$ cat config.mk
export PLATFORM = sky130hd
export DESIGN_NAME = falafel_mem_mux
export DESIGN_NICKNAME = d
export VERILOG_FILES = /design/src/rtl/falafel_pkg.sv /design/src/rtl/falafel_route_fifo.sv /design/src/rtl/falafel_mem_mux.sv
export SDC_FILE = /design/constraint.sdc
export NUM_CORES = 1
export LEC_CHECK = 0
export CORE_AREA = 2 2 202 204
export DETAILED_ROUTE_END_ITERATION = 10
export DIE_AREA = 0 0 204 206
export DONT_BUFFER_PORTS = 1
export PLACE_DENSITY = 0.3
export SYNTH_ARGS = -nofsm -noshare
export SYNTH_HDL_FRONTEND = slang
export SYNTH_SLANG_ARGS = --single-unit
$ cat constraint.sdc
create_clock -name clk_i -period 4.65 [get_ports clk_i]
set_clock_uncertainty 0.1 [all_clocks]
set_input_delay 0.465 -clock clk_i [delete_from_list [all_inputs] [get_ports clk_i]]
set_output_delay 0.465 -clock clk_i [all_outputs]
set_load 0.1 [all_outputs]
$ cat src/rtl/falafel_pkg.sv
// Shared definitions for the falafel memory subsystem: datapath width,
// the memory request record used by the LSU, and a round-robin helper.
package falafel_pkg;

    localparam int DATA_W = 32;

    typedef struct packed {
        logic              is_write;
        logic              is_cas;
        logic [DATA_W-1:0] addr;
        logic [DATA_W-1:0] data;
    } mem_req_t;

    // Successor of channel cur in a ring of n channels.
    function automatic int rr_next(input int cur, input int n);
        return (cur >= n - 1) ? 0 : cur + 1;
    endfunction

endpackage

$ cat src/rtl/falafel_route_fifo.sv
// Small synchronous FIFO holding the owning channel id of every request that
// has been sent to memory and not yet answered. Head is read combinationally.
module falafel_route_fifo #(
    parameter int W     = 2,
    parameter int DEPTH = 4
) (
    input  logic         clk_i,
    input  logic         rst_ni,
    input  logic         push_i,
    input  logic [W-1:0] push_data_i,
    input  logic         pop_i,
    output logic [W-1:0] head_o,
    output logic         full_o,
    output logic         empty_o
);

    localparam int PTR_W = $clog2(DEPTH);

    logic [W-1:0]     mem_q [DEPTH];
    logic [PTR_W-1:0] wr_ptr_q, wr_ptr_d;
    logic [PTR_W-1:0] rd_ptr_q, rd_ptr_d;
    logic [PTR_W:0]   cnt_q, cnt_d;
    logic             do_push, do_pop;

    assign full_o  = (cnt_q == (PTR_W+1)'(DEPTH));
    assign empty_o = (cnt_q == '0);
    assign do_push = push_i && !full_o;
    assign do_pop  = pop_i && !empty_o;
    assign head_o  = mem_q[rd_ptr_q];

    // Pointer and occupancy update; pointers wrap naturally at DEPTH.
    always_comb begin
        wr_ptr_d = wr_ptr_q;
        rd_ptr_d = rd_ptr_q;
        cnt_d    = cnt_q;
        if (do_push) begin
            wr_ptr_d = wr_ptr_q + PTR_W'(1);
        end
        if (do_pop) begin
            rd_ptr_d = rd_ptr_q + PTR_W'(1);
        end
        case ({do_push, do_pop})
            2'b10:   cnt_d = cnt_q + (PTR_W+1)'(1);
            2'b01:   cnt_d = cnt_q - (PTR_W+1)'(1);
            default: cnt_d = cnt_q;
        endcase
    end

    // Control state registers; reset empties the FIFO.
    always_ff @(posedge clk_i) begin
        if (!rst_ni) begin
            wr_ptr_q <= '0;
            rd_ptr_q <= '0;
            cnt_q    <= '0;
        end else begin
            wr_ptr_q <= wr_ptr_d;
            rd_ptr_q <= rd_ptr_d;
            cnt_q    <= cnt_d;
        end
    end

    // Entry storage; contents are only meaningful between push and pop.
    always_ff @(posedge clk_i) begin
        if (do_push) begin
            mem_q[wr_ptr_q] <= push_data_i;
        end
    end

endmodule

$ cat src/rtl/falafel_mem_mux.sv
// Shares one memory request/response port among NUM_CH requester channels.
// Requests are arbitrated round-robin with a grant lock while stalled; the
// owning channel of each accepted request is queued so that in-order memory
// responses can be steered back to their issuer.
module falafel_mem_mux #(
    parameter int NUM_CH          = 4,
    parameter int DATA_W          = falafel_pkg::DATA_W,
    parameter int MAX_OUTSTANDING = 4
) (
    input  logic                          clk_i,
    input  logic                          rst_ni,
    input  logic [NUM_CH-1:0]             ch_req_val_i,
    output logic [NUM_CH-1:0]             ch_req_rdy_o,
    input  logic [NUM_CH-1:0]             ch_req_is_write_i,
    input  logic [NUM_CH-1:0]             ch_req_is_cas_i,
    input  logic [NUM_CH-1:0][DATA_W-1:0] ch_req_addr_i,
    input  logic [NUM_CH-1:0][DATA_W-1:0] ch_req_data_i,
    output logic [NUM_CH-1:0]             ch_rsp_val_o,
    input  logic [NUM_CH-1:0]             ch_rsp_rdy_i,
    output logic [NUM_CH-1:0][DATA_W-1:0] ch_rsp_data_o,
    output logic                          mem_req_val_o,
    input  logic                          mem_req_rdy_i,
    output logic                          mem_req_is_write_o,
    output logic                          mem_req_is_cas_o,
    output logic [DATA_W-1:0]             mem_req_addr_o,
    output logic [DATA_W-1:0]             mem_req_data_o,
    input  logic                          mem_rsp_val_i,
    output logic                          mem_rsp_rdy_o,
    input  logic [DATA_W-1:0]             mem_rsp_data_i,
    output logic                          err_unexpected_rsp_o
);

    import falafel_pkg::*;

    localparam int CH_W = $clog2(NUM_CH);

    logic [CH_W-1:0] rr_ptr_q, rr_ptr_d;
    logic            lock_q, lock_d;
    logic [CH_W-1:0] lock_ch_q, lock_ch_d;
    logic            err_q, err_d;

    logic [CH_W-1:0] search_ch;
    logic [CH_W-1:0] grant;
    logic            grant_val;
    logic            req_hs;

    logic [CH_W-1:0] head;
    logic            fifo_full, fifo_empty, fifo_pop;

    // Round-robin search: lowest offset from rr_ptr with a valid request wins.
    always_comb begin
        logic [CH_W-1:0] idx;
        idx       = '0;
        search_ch = rr_ptr_q;
        for (int i = NUM_CH - 1; i >= 0; i--) begin
            idx = CH_W'((int'(rr_ptr_q) + i) % NUM_CH);
            if (ch_req_val_i[idx]) begin
                search_ch = idx;
            end
        end
    end

    // A stalled grant stays on its channel so the memory port payload is stable.
    assign grant     = lock_q ? lock_ch_q : search_ch;
    assign grant_val = ch_req_val_i[grant];

    assign mem_req_val_o      = grant_val && !fifo_full;
    assign req_hs             = mem_req_val_o && mem_req_rdy_i;
    assign mem_req_is_write_o = ch_req_is_write_i[grant];
    assign mem_req_is_cas_o   = ch_req_is_cas_i[grant];
    assign mem_req_addr_o     = ch_req_addr_i[grant];
    assign mem_req_data_o     = ch_req_data_i[grant];

    // Only the granted channel sees its request accepted.
    always_comb begin
        ch_req_rdy_o        = '0;
        ch_req_rdy_o[grant] = req_hs;
    end

    // Next arbitration pointer, lock and sticky error flag.
    always_comb begin
        rr_ptr_d = rr_ptr_q;
        if (req_hs) begin
            rr_ptr_d = CH_W'(rr_next(int'(grant), NUM_CH));
        end
        lock_d    = mem_req_val_o && !mem_req_rdy_i;
        lock_ch_d = grant;
        err_d     = err_q || (mem_rsp_val_i && fifo_empty);
    end

    // Arbiter and error state registers.
    always_ff @(posedge clk_i) begin
        if (!rst_ni) begin
            rr_ptr_q  <= '0;
            lock_q    <= 1'b0;
            lock_ch_q <= '0;
            err_q     <= 1'b0;
        end else begin
            rr_ptr_q  <= rr_ptr_d;
            lock_q    <= lock_d;
            lock_ch_q <= lock_ch_d;
            err_q     <= err_d;
        end
    end

    assign err_unexpected_rsp_o = err_q;

    falafel_route_fifo #(
        .W     (CH_W),
        .DEPTH (MAX_OUTSTANDING)
    ) u_route_fifo (
        .clk_i       (clk_i),
        .rst_ni      (rst_ni),
        .push_i      (req_hs),
        .push_data_i (grant),
        .pop_i       (fifo_pop),
        .head_o      (head),
        .full_o      (fifo_full),
        .empty_o     (fifo_empty)
    );

    // With nothing outstanding no response is accepted and none is forwarded.
    assign mem_rsp_rdy_o = !fifo_empty && ch_rsp_rdy_i[head];
    assign fifo_pop      = mem_rsp_val_i && mem_rsp_rdy_o;

    // Steer response valid to the FIFO head's channel; data goes to everyone.
    always_comb begin
        ch_rsp_val_o       = '0;
        ch_rsp_val_o[head] = mem_rsp_val_i && !fifo_empty;
        for (int k = 0; k < NUM_CH; k++) begin
            ch_rsp_data_o[k] = mem_rsp_data_i;
        end
    end

endmodule

# Word-level counts from Yosys, hierarchy flattened
# Memories as Yosys holds them, arrays and structs flattened. A register that Yosys moved wholly into a read port is not among the register bits.
# Cells that the tools add are included.
[totals]
inputBits = 308
word_cells = 82
ramBits = 8
memories = 1
reg_bits = 13
out_inout_bits = 205
[memory_table]
columns = ["memory", "depth", "width", "rd", "rd_ports_with_merged_regs", "wr", "line", "rtl"]
rows = [
  ["u_route_fifo.mem_q", 4, 2, 1, 1, 1, "falafel_route_fifo.sv:19", "logic [W-1:0] mem_q [DEPTH];"],
]
[op_classes]
addsub = 8
n_bitwise = 2
eq_ne = 3
muxes = 35
n_lt_le_gt_ge = 9
n_reduce_logical = 17
[op_table]
columns = ["op", "n"]
rows = [
  ["binary-select mux 32 bit (select 2 bit)", 2],
  ["2-to-1 mux 32 bit", 2],
  ["< comparator 2 x 3 -> 1 bit, second input constant", 6],
  ["binary-select mux 1 bit (select 2 bit)", 8],
  ["2-to-1 mux 2 bit", 8],
  ["2-to-1 mux 1 bit", 12],
  ["logical AND 1 bit", 11],
  ["adder 2 x 1 -> 2 bit, second input constant", 4],
  ["bitwise AND 4 bit", 2],
  ["one-hot mux 3 bit (2 select lines)", 1],
  ["adder 2 bit, second input constant", 2],
  ["demux 1 bit (select 2 bit)", 2],
  ["greater-or-equal comparator 2 x 1 -> 1 bit, second input constant", 2],
  ["adder 3 x 1 -> 3 bit, second input constant", 1],
  ["== test 3 bit, second input constant", 1],
  ["zero test 1 bit", 3],
  ["zero test 3 bit", 1],
  ["subtractor 3 x 1 -> 3 bit, second input constant", 1],
  ["== test 2 x 1 -> 1 bit, second input constant", 1],
  ["== test 2 bit, second input constant", 1],
  ["greater-or-equal comparator 2 bit, second input constant", 1],
  ["nonzero test 2 bit", 1],
  ["logical OR 1 bit", 1],
]

# Longest topological paths before layout
# Gate-level depths: netlist (run 1).
[depth]
word_depth = 15
depth_mapped = 15
depth_no_buf = 13

# By module
# From an unflattened synthesis (run 1), not the netlist that was laid out.
[hier_totals]
hier_cells = 703
area_unflattened_um2 = 4356.7
[by_module_without_submodules]
columns = ["mod", "n_inst", "area_per_inst_um2", "seq_area_each_um2", "cells_per_inst"]
rows = [
  ["falafel_mem_mux", 1, 3577.2, 120.1, 639],
  ["falafel_route_fifo", 1, 779.5, 420.4, 64],
]

# Worst setup path after synthesis (run 1)
# OpenSTA, ideal clock, no wires.
[synth_timing]
path_type = "input to output"
startpoint = "input ch_req_val_i[3]"
endpoint = "output mem_req_val_o"
path_slack_ns = 0.423
path_stages = 6
arrival_time_ns = 3.662
path_cell_list = "nand4b_1 > o21ai_1 > o41ai_4 > inv_2 > o31a_1 > a211oi_1"
[synth_via]
elab_chain_cells = 10
[synth_lines]
columns = ["element", "line", "rtl"]
rows = [
  ["start: declaration", "falafel_mem_mux.sv:12", "input logic [NUM_CH-1:0] ch_req_val_i,"],
  ["binary-select mux 1 bit (select 2 bit)", "falafel_mem_mux.sv:57", "if (ch_req_val_i[idx]) begin"],
  ["2-to-1 mux 1 bit (implied by the code)", "falafel_mem_mux.sv:57", ""],
  ["2-to-1 mux 2 bit (3 in series)", "falafel_mem_mux.sv:57", ""],
  ["2-to-1 mux 2 bit *", "falafel_mem_mux.sv:57", ""],
  ["2-to-1 mux 2 bit *", "falafel_mem_mux.sv:64", "assign grant = lock_q ? lock_ch_q : search_ch;"],
  ["net grant[1]", "falafel_mem_mux.sv:43", "logic [CH_W-1:0] grant;"],
  ["binary-select mux 1 bit (select 2 bit) *", "falafel_mem_mux.sv:65", "assign grant_val = ch_req_val_i[grant];"],
  ["2-to-1 mux 1 bit (implied by the code) *", "falafel_mem_mux.sv:65", ""],
  ["logical AND 1 bit *", "falafel_mem_mux.sv:67", "assign mem_req_val_o = grant_val && !fifo_full;"],
  ["end: declaration", "falafel_mem_mux.sv:21", "output logic mem_req_val_o,"],
]
# The timed path passes the listed nets; every way through them passes the cells marked *. The select of a mux whose other input is x is not followed.

# Final worst setup path (run 1)
[layout_timing]
startpoint = "register rr_ptr_q[1]"
endpoint = "output mem_req_data_o[5]"
[layout_via]
elab_chain_cells = 10
[layout_lines]
columns = ["element", "line", "rtl"]
rows = [
  ["start: declaration", "falafel_mem_mux.sv:37", "logic [CH_W-1:0] rr_ptr_q, rr_ptr_d;"],
  ["start signal: assignment", "falafel_mem_mux.sv:99", "rr_ptr_q <= rr_ptr_d;"],
  ["adder 2 bit", "falafel_mem_mux.sv:56", "idx = CH_W'((int'(rr_ptr_q) + i) % NUM_CH);"],
  ["binary-select mux 1 bit (select 2 bit)", "falafel_mem_mux.sv:57", ""],
  ["2-to-1 mux 1 bit (implied by the code)", "falafel_mem_mux.sv:57", ""],
  ["2-to-1 mux 2 bit (3 in series)", "falafel_mem_mux.sv:57", ""],
  ["2-to-1 mux 2 bit *", "falafel_mem_mux.sv:57", ""],
  ["2-to-1 mux 2 bit *", "falafel_mem_mux.sv:64", ""],
  ["net grant[0]", "falafel_mem_mux.sv:43", ""],
  ["binary-select mux 32 bit (select 2 bit) *", "falafel_mem_mux.sv:72", "assign mem_req_data_o = ch_req_data_i[grant];"],
  ["2-to-1 mux 32 bit (implied by the code) *", "falafel_mem_mux.sv:72", ""],
  ["end: declaration", "falafel_mem_mux.sv:26", "output logic [DATA_W-1:0] mem_req_data_o,"],
]
# Marked as above.

==> impl_metrics.toml, run 1 <==
[run_status]
outcome = "completed"

[synthesis]
dominantRegCellSynth = "dfxtp_1"
ys_types = 45
synth.most_common_cell = "mux2i_1"
yosys.area.top_type = "mux2i_1"
yosysTopAreaCellShare_pct = 45.1
yosysSeqAreaShare_pct = 12.1
synthCells = 482
synth-simple-area-share_pct = 7.00
synthArstFlopShare_pct = 0
ys_ff_latch = 23
synth-xor-area-share_pct = 0.781
synthAdderAreaFrac_pct = 2.96
synth_top_family_by_area = "multiplexers"
yosys-top-cells-area = "mux2i_1 (45%), buf_4 (22%), dfxtp_1 (6.7%)"
synthMuxAreaShare_pct = 46.6
synth_compound_gate_area_share_pct = 4.44
synth_commonest_cells = "mux2i_1 (202), buf_4 (130), and2_1 (15), dfxtp_1 (15), nand2_1 (14)"
syn_area_per_cell_um2 = 9.31
synth_edf_count = 8
syn_nets = 800
synth.cell_area_um2 = 4490
yosys_warnings = 0

[timing]
fin_crit_sh_pct = 80.5
fin_tns_setup_ps = 0
fmax_ghz = 0.267
post-route-min-period_ps = 3740
tightest_slew_ps = 1110
final-hold-violation-count = 0
finalSetupViolations = 0
setup_ws_ps = 906
slew_violations = 0
rsz0062_at_grt = "false"
slew_headroom_pct = 26.1

[placed_design]
place_area_um2 = 5150
io_buffers = 0
gp_congestion = 0.840
dp_hpwl_um = 13900
pre_cts_ws_ps = 1130

[global_route]
antenna_found_initial = 3
grt_pass1_vias = 3194
grt_overflow = 0
track_usage_pct = 7.02
grt_max_degree = 70
grt_pass1_wl_um = 21500

[clock_network]
cts_setup_buffers = 0
cts_tree = "built"
cts_made_buffers = 3
clk_pin_slew_ps = 60
ctsRootBufferMaster = "clkbuf_16"
cts_buffer_depth = 2
cts-htree-levels = 1
post_cts_resized = 0
hold_buffers = 0
cts.sinks = 23
worstSkewPairLatency_ps = 260

[cells_and_area]
n_fill_cell = 4611
final_core_utilization_pct = 13.0
fin_area_um2 = 5240
final_nets = 730
drive_above_1_share_pct = 40.1
syn2layout_area_growth_pct = 16.8

[setup_path]
crit_required_ps = 4090
r2r_slack_ps = 1260
critPathCaptureType = "primary output"
reg2reg_depth = 14
worst-path-max-fanout = 69
timing.rr.end = "u_route_fifo.cnt_q[2]"
crit_type = "reg -> out"
rr_startpoint = "rr_ptr_q[0]"
startpoint_type = "register"
arrival_ps = 3180

[detailed_routing]
wire_per_inst_um = 17.2
ant_nets = 0
drc = 0
dr_total_vias = 3159
initialDrtViolationCount = 106
drt-total-wl_um = 16300
avgViaCountPerCell = 3.34
firstDrtPassIters = 4

[power]
finalPower_w = 0.00341
power_frac_clock_pct = 5.6
powerDensity_nw_per_um2 = 651
p_leak_nw = 2.28
power_frac_seq_pct = 8.9
combPwrFrac_pct = 85.5
ir_worst_vdd_uv = 292
p_switching_w = 0.00224
switching_share_pct = 65.8
p_int_w = 0.00117

[die]
die_w_um = 204
dieArea_um2 = 42000
num_io_pins = 513
coreArea_um2 = 40200
die_h_um = 206
initial_core_util_pct = 11.2
num_rows = 74

[hold_path]
min_path_cells = 1
hold_path_end = "u_route_fifo.cnt_q[0]"
hold_class = "in -> reg"
worstHoldStart = "rst_ni"

[flow_run]
maxCapViolCount = 0
-- through the flow --
stage          hold slack [ps]  std cells
6_report                   230        947
5_1_grt                    219        946
4_1_cts                    219        943
3_5_place_dp               392        939
3_3_place_gp               386        939
2_1_floorplan              368        482
-- cells by family after synthesis --
logic type | after synthesis
muxes | 205
buffers and inverters | 163
and+or+nand+nor | 55
DFF | 23
AOI/OAI and AO/OA | 22
adders and majority gates | 10
xor gates and xnor gates | 4
-- placed cells by master (no fill, tap or decap), types with 2 or more instances in the layout --
cell type and instances:
mux2i_1 136, buf_4 74, mux2i_2 46, mux2i_4 20, and2_1 15, dfxtp_1 15
nand2_1 14, ha_1 9, edfxtp_1 8, inv_1 6, diode_2 4, nand2b_1 4
nor2b_1 4, clkbuf_16 4, mux4_2 3, nor2_1 3, a21oi_1 3, o21ai_1 2
a21boi_0 2, inv_6 2, a2bb2oi_1 2, o31a_1 2, nor3_2 2, nand3b_1 2
nor2_2 2, xor2_1 2, o21ai_0 2, xnor2_1 2, buf_12 2, buf_16 2
-- worst max-delay path by stage --
stage / startpoint / depth (start not counted) / endpoint / slack, ps
floorplan: ch_req_val_i[3] / 6 / mem_req_val_o / 420
global placement: ch_req_val_i[2] / 9 / mem_req_data_o[15] / 1190
detailed placement: ch_req_val_i[2] / 9 / mem_req_data_o[5] / 1130
CTS: rr_ptr_q[1] / 9 / mem_req_data_o[5] / 880
global route: rr_ptr_q[1] / 9 / mem_req_data_o[9] / 680
finish: rr_ptr_q[1] / 9 / mem_req_data_o[5] / 910
-- sequential cells by signal (all words and copies together) (netlist names), named ones only --
register and count:
err_unexpected_rsp_o 1, u_route_fifo.cnt_q 3, lock_ch_q 2, u_route_fifo.wr_ptr_q 2, rr_ptr_q 2, u_route_fifo.mem_q 8, lock_q 1, u_route_fifo.rd_ptr_q 2
-- critical path, cell delays in order, from the launching register on --
cell and delay, ps:
dfxtp_1 520, nor2b_2 110, o21ai_1 240, a211oi_2 140, a21o_1 300, inv_6 310, buf_12 390, mux2i_1 360
mux2i_4 110, buf_4 270
-- final cells by class --
cell class	instances	area, um^2	area share (%)
multi-input cells	296	3220	61.5
repair buffers	79	676	12.9
well taps	532	666	12.7
flip-flops and latches	23	541	10.3
clock buffers	3	75.1	1.43
inverters	9	43.8	0.836
diodes	4	10.0	0.191
clock inverters	1	7.51	0.143
-- power by group through the flow --
stage | Clock, W | Combinational (W) | Sequential [W]
2_1_floorplan | 0 | 0.00273 | 0.000288
3_3_place_gp | 0 | 0.00295 | 0.000307
3_5_place_dp | 0 | 0.00295 | 0.000306
4_1_cts | 0.000204 | 0.00296 | 0.000302
5_1_grt | 0.000210 | 0.00304 | 0.000308
6_report | 0.000191 | 0.00292 | 0.000302
-- per-layer routing --
layer	global-route usage (%)	part of all wire, %
met1	8.20	38
met2	11.4	48
met3	2.79	10
met4	3.03	3.9
met5	0	0
(Power assumes the default switching activity.)
==> run 2, diff against run 1 <==
clock period = 3 ns   (was 4.65 ns; I/O delays follow)
==> impl_metrics.toml, run 2 (synthesized netlist as in run 1, its figures left out) <==
[power]
switching_share_pct = 56.5
ir_worst_vdd_uv = 520
finalPower_w = 0.00683
p_int_w = 0.00297
power_frac_clock_pct = 4.4
power_frac_seq_pct = 6.8
p_leak_nw = 2.92
p_switching_w = 0.00386
combPwrFrac_pct = 88.8
powerDensity_nw_per_um2 = 968

[timing]
final-hold-violation-count = 0
finalSetupViolations = 0
slew_headroom_pct = 35.7
hold_ws_ps = 60.4
fin_crit_sh_pct = 96.0
post-route-min-period_ps = 2880
fmax_ghz = 0.347
tightest_slew_ps = 963
slew_violations = 0
setup_ws_ps = 119
rsz0062_at_grt = "true"

[clock_network]
hold_buffers = 0
worstSkewPairLatency_ps = 260
cts_buffer_depth = 2
clk_pin_slew_ps = 60
cts.sinks = 23
cts-htree-levels = 1
cts_tree = "built"
cts_made_buffers = 3
ctsRootBufferMaster = "clkbuf_16"

[detailed_routing]
wire_per_inst_um = 17.4
firstDrtPassIters = 4
wl_met2_um = 9110
ant_nets = 0
wl_met3_um = 1460
wl_met1_um = 5810
avgViaCountPerCell = 3.38
initialDrtViolationCount = 75
drc = 0
drt-total-wl_um = 17000
dr_total_vias = 3310
dr.max_layer_used = "met5"

[placed_design]
io_buffers = 0
dp_hpwl_um = 13200
pre_cts_ws_ps = -29.2
gp_congestion = 0.728

[setup_path]
arrival_ps = 2480
timing.rr.end = "u_route_fifo.cnt_q[2]"
startpoint = "rr_ptr_q[1]"
crit_required_ps = 2600
r2r_slack_ps = 160
crit_type = "reg -> out"
startpoint_type = "register"
crit_path_top_delay_cell = "dfxtp_2"
worst_path_largest_cell_delay_ps = 380
critPathCaptureType = "primary output"
cp_common_cell = "buf_12"
crit_end = "mem_req_data_o[9]"
rr_startpoint = "rr_ptr_q[1]"
worst-path-max-fanout = 8
reg2reg_depth = 14
path_cells = "a2bb2oi_1 > nor2_1 > a211oi_2 > a21o_1 > clkinv_4 > buf_12 > buf_16 > mux2i_1 > buf_4 > mux2i_4 > buf_12"

[global_route]
antenna_found_initial = 6
grt_pass1_wl_um = 21500
grt_max_degree = 47
track_usage_pct = 6.72
grt_pass1_vias = 3682
grt_overflow = 0

[cells_and_area]
final_nets = 763
largest_reg_flops = 8
drive_above_1_share_pct = 48.2
mostFrequentLayoutCells = "mux2i_1 (129), buf_12 (75), mux2i_4 (66)"
syn2layout_area_growth_pct = 57.4
top_register = "u_route_fifo.mem_q"
top_regs = "u_route_fifo.mem_q (8), u_route_fifo.cnt_q (3)"
final_core_utilization_pct = 17.6
final_common_cell = "mux2i_1"

[die]
dieArea_um2 = 42000
coreArea_um2 = 40200
num_io_pins = 513
initial_core_util_pct = 11.2
die_w_um = 204
die_h_um = 206
num_rows = 74

[hold_path]
hold_class = "in -> reg"
min_path_cells = 1

[flow_run]
maxCapViolCount = 0

[run_status]
outcome = "completed"
run 2: cell types whose count changed in the layout (fill, tap and decap cells not counted), sizes merged:
cell | before | now
buf | 78 | 104
clkbuf | 4 | 11
clkinv | 0 | 1
inv | 9 | 8
run 2: worst min path at each step:
stage                       start               endpoint
global placement           rst_ni  u_route_fifo.cnt_q[0]
detailed placement         rst_ni           lock_ch_q[1]
floorplan           mem_rsp_val_i   err_unexpected_rsp_o
CTS                        rst_ni           lock_ch_q[1]
global route               rst_ni           lock_ch_q[1]
finish                     rst_ni  u_route_fifo.cnt_q[0]
run 2: final cells by class:
type                       count  area, um^2
fill                        4406       33100
multi-input combinational    296        3690
timing repair buffer         112        2020
tap                          532         666
sequential                    23         544
clock buffer                   3        75.1
inverter                       9        46.3
antenna                        4        10.0
clock inverter                 1        7.51
run 2: power by group through the flow:
stage               sequential [W]  combinational, W  clock [W]
finish                    0.000465           0.00607   0.000299
detailed placement        0.000470           0.00579          0
global placement          0.000468           0.00577          0
global route              0.000475           0.00628   0.000331
CTS                       0.000465           0.00589   0.000315
floorplan                 0.000449           0.00493          0
run 2: critical path: cells and delay by family, from the launching register on:
family | cells | cell delay, ps
mux | 2 | 320
buf+inv | 5 | 780
simple gates | 1 | 90
compound gates | 3 | 640
flops | 1 | 380
run 2: routing by layer:
layer / global-route usage, % / vias up
li1: - / 1518
met1: 6.97 / 1508
met2: 12.4 / 241
met3: 2.16 / 39
met4: 2.82 / 4
met5: 0 / -
run 2: through the flow:
stage / area (um^2) / cells / TNS, ps
2_1_floorplan: 5360 / 482 / -3970
6_report: 7060 / 980 / 0
3_5_place_dp: 6610 / 959 / -29.2
4_1_cts: 6800 / 965 / 0
5_1_grt: 7060 / 980 / -10.2
3_3_place_gp: 6610 / 959 / 0
run 2: timing repair:
item,4_1_cts,5_1_grt
gates resized for setup,12,12
buffers inserted,0,5
pin swaps,0,3
setup endpoints to repair,53,45
gates cloned,2,6
